File: config.mk
export PLATFORM = sky130hd
export DESIGN_NAME = fp_div_sched
export DESIGN_NICKNAME = d
export VERILOG_FILES = /design/src/rtl/fp_div_sched.sv
export SDC_FILE = /design/constraint.sdc
export NUM_CORES = 1
export LEC_CHECK = 0
export ABC_AREA = 1
export ABC_CLOCK_PERIOD_IN_PS = 6600
export BUFFER_PORTS_ARGS = -buffer_cell sky130_fd_sc_hd__buf_4
export CORE_ASPECT_RATIO = 1.2
export CORE_MARGIN = 2
export CORE_UTILIZATION = 45
export CTS_CLUSTER_SIZE = 28
export DETAILED_ROUTE_END_ITERATION = 10
export GPL_TIMING_DRIVEN = 0
export PLACE_DENSITY_LB_ADDON = 0.05
export SYNTH_ARGS = -nofsm -noshare
export SYNTH_HDL_FRONTEND = slang
export SYNTH_SLANG_ARGS = --single-unit
export TNS_END_PERCENT = 5
File: constraint.sdc
create_clock -name clk -period 6.6 [get_ports clk]
set_input_delay 0.66 -clock clk [delete_from_list [all_inputs] [get_ports clk]]
set_output_delay 0.66 -clock clk [all_outputs]
set_load 0.02 [all_outputs]
File: src/rtl/fp_div_sched.sv
// Round-robin scheduler sharing one multi-cycle bfloat16 divider among NREQ requesters.
// One operation is outstanding at a time; a watchdog answers with qNaN if the divider hangs.
module fp_div_sched #(
    parameter int NREQ    = 4,
    parameter int TIMEOUT = 32
) (
    input  logic                 clk,
    input  logic                 reset,
    input  logic [NREQ-1:0]      req_valid,
    input  logic [NREQ*16-1:0]   req_opA,
    input  logic [NREQ*16-1:0]   req_opB,
    output logic [NREQ-1:0]      req_ready,
    output logic [NREQ-1:0]      rsp_valid,
    input  logic [NREQ-1:0]      rsp_ready,
    output logic [15:0]          rsp_quotient,
    output logic [3:0]           rsp_flags,
    output logic                 div_start,
    output logic [15:0]          div_opA,
    output logic [15:0]          div_opB,
    input  logic [15:0]          div_quotient,
    input  logic                 div_underflow,
    input  logic                 div_overflow,
    input  logic                 div_inexact,
    input  logic                 div_valid,
    output logic                 busy,
    output logic [7:0]           timeout_cnt
);
    localparam int PTR_W = (NREQ > 1) ? $clog2(NREQ) : 1;
    localparam int TMR_W = $clog2(TIMEOUT + 1);
    localparam logic [TMR_W-1:0] TMR_LAST = TMR_W'(TIMEOUT - 1);
    localparam logic [PTR_W-1:0] PTR_LAST = PTR_W'(NREQ - 1);
    localparam logic [NREQ-1:0] ONE_HOT0 = NREQ'(1);
    localparam logic [15:0] QNAN = 16'h7FC0;

    typedef enum logic [1:0] {
        IDLE  = 2'd0,
        ISSUE = 2'd1,
        WAIT  = 2'd2,
        RESP  = 2'd3
    } state_t;

    state_t            state_q;
    logic [PTR_W-1:0]  rr_ptr_q;
    logic [PTR_W-1:0]  owner_q;
    logic [TMR_W-1:0]  timer_q;
    logic [15:0]       opa_q;
    logic [15:0]       opb_q;
    logic [15:0]       quot_q;
    logic [3:0]        flags_q;
    logic [7:0]        tocnt_q;

    logic [PTR_W-1:0]  grant_d;
    logic [PTR_W-1:0]  rr_ptr_d;
    logic              grant_vld_d;
    logic [15:0]       sel_opa_d;
    logic [15:0]       sel_opb_d;

    always_comb begin
        int cand_i;
        cand_i      = 0;
        grant_d     = rr_ptr_q;
        grant_vld_d = 1'b0;
        // Scan farthest-first so the nearest requester at or after rr_ptr wins.
        for (int k = NREQ - 1; k >= 0; k--) begin
            cand_i = (int'(rr_ptr_q) + k) % NREQ;
            if (req_valid[PTR_W'(cand_i)]) begin
                grant_d     = PTR_W'(cand_i);
                grant_vld_d = 1'b1;
            end
        end

        sel_opa_d = '0;
        sel_opb_d = '0;
        for (int k = 0; k < NREQ; k++) begin
            if (grant_d == PTR_W'(k)) begin
                sel_opa_d = req_opA[16*k +: 16];
                sel_opb_d = req_opB[16*k +: 16];
            end
        end

        rr_ptr_d = (grant_d == PTR_LAST) ? '0 : grant_d + PTR_W'(1);
    end

    // The grant is offered only while out of reset so nothing is accepted during reset.
    assign req_ready    = (state_q == IDLE && !reset && grant_vld_d) ? (ONE_HOT0 << grant_d) : '0;
    assign rsp_valid    = (state_q == RESP) ? (ONE_HOT0 << owner_q) : '0;
    assign rsp_quotient = quot_q;
    assign rsp_flags    = flags_q;
    assign div_start    = (state_q == ISSUE);
    assign div_opA      = opa_q;
    assign div_opB      = opb_q;
    assign busy         = (state_q != IDLE);
    assign timeout_cnt  = tocnt_q;

    always_ff @(posedge clk or posedge reset) begin
        if (reset) begin
            state_q  <= IDLE;
            rr_ptr_q <= '0;
            owner_q  <= '0;
            timer_q  <= '0;
            opa_q    <= '0;
            opb_q    <= '0;
            quot_q   <= '0;
            flags_q  <= '0;
            tocnt_q  <= '0;
        end else begin
            case (state_q)
                IDLE: begin
                    if (grant_vld_d) begin
                        opa_q    <= sel_opa_d;
                        opb_q    <= sel_opb_d;
                        owner_q  <= grant_d;
                        rr_ptr_q <= rr_ptr_d;
                        state_q  <= ISSUE;
                    end
                end
                ISSUE: begin
                    timer_q <= '0;
                    state_q <= WAIT;
                end
                WAIT: begin
                    // A result arriving on the last allowed cycle beats the watchdog.
                    if (div_valid) begin
                        quot_q  <= div_quotient;
                        flags_q <= {1'b0, div_underflow, div_overflow, div_inexact};
                        state_q <= RESP;
                    end else if (timer_q == TMR_LAST) begin
                        quot_q  <= QNAN;
                        flags_q <= 4'b1000;
                        if (tocnt_q != 8'hFF) begin
                            tocnt_q <= tocnt_q + 8'd1;
                        end
                        state_q <= RESP;
                    end else begin
                        timer_q <= timer_q + TMR_W'(1);
                    end
                end
                RESP: begin
                    if (rsp_ready[owner_q]) begin
                        state_q <= IDLE;
                    end
                end
                default: state_q <= IDLE;
            endcase
        end
    end
endmodule

==> flow_metrics.env <==
export IMPL_antenna_found_initial=0
export IMPL_area_growth_pct=50.7
export IMPL_finalSetupTns_ps=0
export IMPL_cts_tree="yes"
export IMPL_final_cell_mix="nand2_1 (239), buf_4 (230), dfrtp_1 (72), o21ai_0 (40), a21oi_1 (38)"
export IMPL_insertion_delay_ps=330
export IMPL_hold_path_class="input port to asynchronous set/reset pin"
export IMPL_worstPathRequired_ps=5940
export IMPL_ys_warn_count=0
export IMPL_synth_compound_area_share_pct=20.5
export IMPL_status="completed"
export IMPL_synth_top_family_by_area="simple AND/OR/NAND/NOR gates"
export IMPL_path_clk_slew_ps=60
export IMPL_drt_vias_per_instance=5.12
export IMPL_syn_num_nets=743
export IMPL_dp_slack_ps=2940
export IMPL_slowest_stage="buf_1"
export IMPL_netlist_instances=575
export IMPL_ys_seq_area_share_pct=41.1
export IMPL_drive_gt1_share_pct=35.0
export IMPL_fin_crit_sh_pct=56.9
export IMPL_grt_pass1_vias=4781
export IMPL_multi_input_area_um2=2260
export IMPL_slew_violations=0
export IMPL_synth_xor_area_share_pct=1.60
export IMPL_synth_seq_cells=72
export IMPL_timing_critical_path_mode_cell="nand2_1"
export IMPL_wl_mm=14.0
export IMPL_dieArea_um2=10500
export IMPL_tightest_slew_ps=679
export IMPL_critPathLaunchType="flop"
export IMPL_fill_cells=817
export IMPL_drt_iter0_markers=202
export IMPL_rsz0062_at_grt="no"
export IMPL_finalSetupViolCount=0
export IMPL_p_total_mw=3.98
export IMPL_worst_path_largest_cell_delay_ps=570
export IMPL_cts_sinks=72
export IMPL_synth_cell_area_um2=4380
export IMPL_netlist_top_cells_area="dfrtp_1 (41%), nand2_1 (20%), o211ai_2 (4.6%)"
export IMPL_ios=228
export IMPL_endpoint_kind="output pin"
export IMPL_num_rows=39
export IMPL_clock_fmax_ghz=0.266
export IMPL_grt_usage_pct=26.8
export IMPL_ctsHtreeMaxLevel=3
export IMPL_synth_mux_area_share_pct=0
export IMPL_cp_max_fo=10
export IMPL_maxCapViolCount=0
export IMPL_worst_slack_ps=2850
export IMPL_ctsResizeCount=0
export IMPL_final_core_util_pct=69.4
export IMPL_synthSimpleGateAreaFrac_pct=26.7
export IMPL_relSlewSlack_pct=54.7
export IMPL_clk_path_buf_depth=2
export IMPL_period_minus_slack_ps=3750
export IMPL_p_leak_nw=3.61
export IMPL_final_antenna_net_count=0
export IMPL_holdWs_ps=208
export IMPL_synthAdderAreaFrac_pct=2.85
export IMPL_die_x_um=94.1
export IMPL_p_per_area_nw_per_um2=603
export IMPL_vias=4822
export IMPL_skew_ps=5.28
export IMPL_drtPass1Iterations=4
export IMPL_final_seq_area_um2=1800
export IMPL_hold_viol=0
export IMPL_postCtsSetupBuffers=0
export IMPL_start_util_pct=46.1
export IMPL_cp_arrival_ps=3090
export IMPL_die_h_um=112
export IMPL_coreArea_um2=9520
export IMPL_clockRootBuffer="clkbuf_16"
export IMPL_diodes=0
export IMPL_drc_errors=0
export IMPL_numCtsBuffers=9
export IMPL_grt_pass1_wl_mm=22.4
export IMPL_yosysUniqueCellTypes=32
export IMPL_crit_type="flop to output pin"
export IMPL_dp_hpwl_mm=10.9
export IMPL_gp_congestion=0.953
export IMPL_wl_per_cell_um=14.9
export IMPL_synth_top_cell_area_share_pct=41.1
export IMPL_io_buffers=227
export IMPL_vdd_drop_max_mv=0.311
export IMPL_final_nets=982
export IMPL_syn_mean_instance_area_um2=7.62
export IMPL_cp_cell_sequence="buf_6, inv_6, nand2_1, nand2_1, nand2_1, nand2_1, nor2_1, nand2_1, nand2_1, nand2_1, nand2_1, inv_1, ha_1, inv_1, clkbuf_1, buf_1, nor2_1, buf_4"
export IMPL_grt_overflow=0
export IMPL_cts_hold_buffers=0
export IMPL_grt_max_degree=69
export IMPL_final_common_cell="nand2_1"
export IMPL_yosysTopAreaCell="dfrtp_1"
## stage by stage
step,area (um^2),cells
after floorplan,4380,575
after detailed placement,6270,926
after CTS,6610,942
final,6610,942
after global placement,6240,925
after global routing,6610,942
## power breakdown
group          switching (mW)  internal (mW)
sequential              0.131          0.649
combinational            1.67          0.999
clock                   0.172          0.362
## final timing paths
check                             from        endpoint  slack, ps  cells past startpoint
max in group asynchronous        reset      owner_q[1]       5850                      3
min                              reset  timeout_cnt[4]        210                      2
max                        rr_ptr_q[0]    req_ready[3]       2850                     18
min in group clk            div_opB[4]      div_opB[4]        480                      2
max reg2reg                rr_ptr_q[0]     div_opA[10]       3720                     19
min reg2reg                 div_opB[4]      div_opB[4]        480                      2
## cells in the mapped netlist
| cell | count |
|---|---|
| nand2_1 | 239 |
| dfrtp_1 | 72 |
| o21ai_0 | 40 |
| a21oi_1 | 38 |
| inv_1 | 31 |
| clkbuf_1 | 16 |
| o211ai_1 | 16 |
| o211ai_2 | 16 |
| nor2_1 | 13 |
| nand3_1 | 11 |
| a22o_1 | 10 |
| ha_1 | 10 |
| o22a_1 | 9 |
| nor3_1 | 6 |
| xor2_1 | 6 |
| inv_2 | 5 |
| nand4_1 | 5 |
| buf_1 | 4 |
| buf_2 | 4 |
| nand2_2 | 4 |
| buf_4 | 3 |
| buf_6 | 2 |
| buf_8 | 2 |
| nand3_2 | 2 |
| nand3b_4 | 2 |
| nor2_4 | 2 |
| xnor2_1 | 2 |
| clkinv_1 | 1 |
| inv_6 | 1 |
| o21ai_1 | 1 |
| o21ai_2 | 1 |
| o31ai_1 | 1 |
## sequential cells by signal, indices dropped and copies added, names as in the netlist
signal	count
owner_q	2
state_q	2
div_opA	16
div_opB	16
timeout_cnt	8
rr_ptr_q	2
rsp_flags	4
rsp_quotient	16
timer_q	6
## worst max-delay path: cells and delay by family (launching register included)
family | cells | cell delay, ps
flip-flops | 1 | 340
buffers and inverters | 7 | 1420
AND/OR/NAND/NOR | 10 | 810
adder cells (fa/ha/maj) | 1 | 170
## final cells by class
| type | count | share of cell area, % |
|---|---|---|
| buffer | 31 | 2.58 |
| clock buffer | 14 | 4.15 |
| clock inverter | 2 | 0.909 |
| inverter | 38 | 2.27 |
| multi-input combinational | 434 | 34.3 |
| sequential | 72 | 27.3 |
| tap | 123 | 2.33 |
| timing repair buffer | 228 | 26.2 |
## routing by layer
layer  GRT usage [%]  part of all wire [%]  vias up
li1                -                     -     2379
met2            47.0                    51      205
met1            30.5                    39     2210
met5               0                     0        -
met4            12.1                   2.9        0
met3            6.71                   7.6       28
## cell families (layout without fill, tap and decap cells)
| group | Yosys count | after routing |
|---|---|---|
| xor gates and xnor gates | 8 | 8 |
| and+or+nand+nor | 284 | 284 |
| adders and majority gates | 10 | 10 |
| AOI/OAI and AO/OA | 132 | 132 |
| buffers and inverters | 69 | 313 |
| DFF | 72 | 72 |
(Power assumes the default switching activity.)
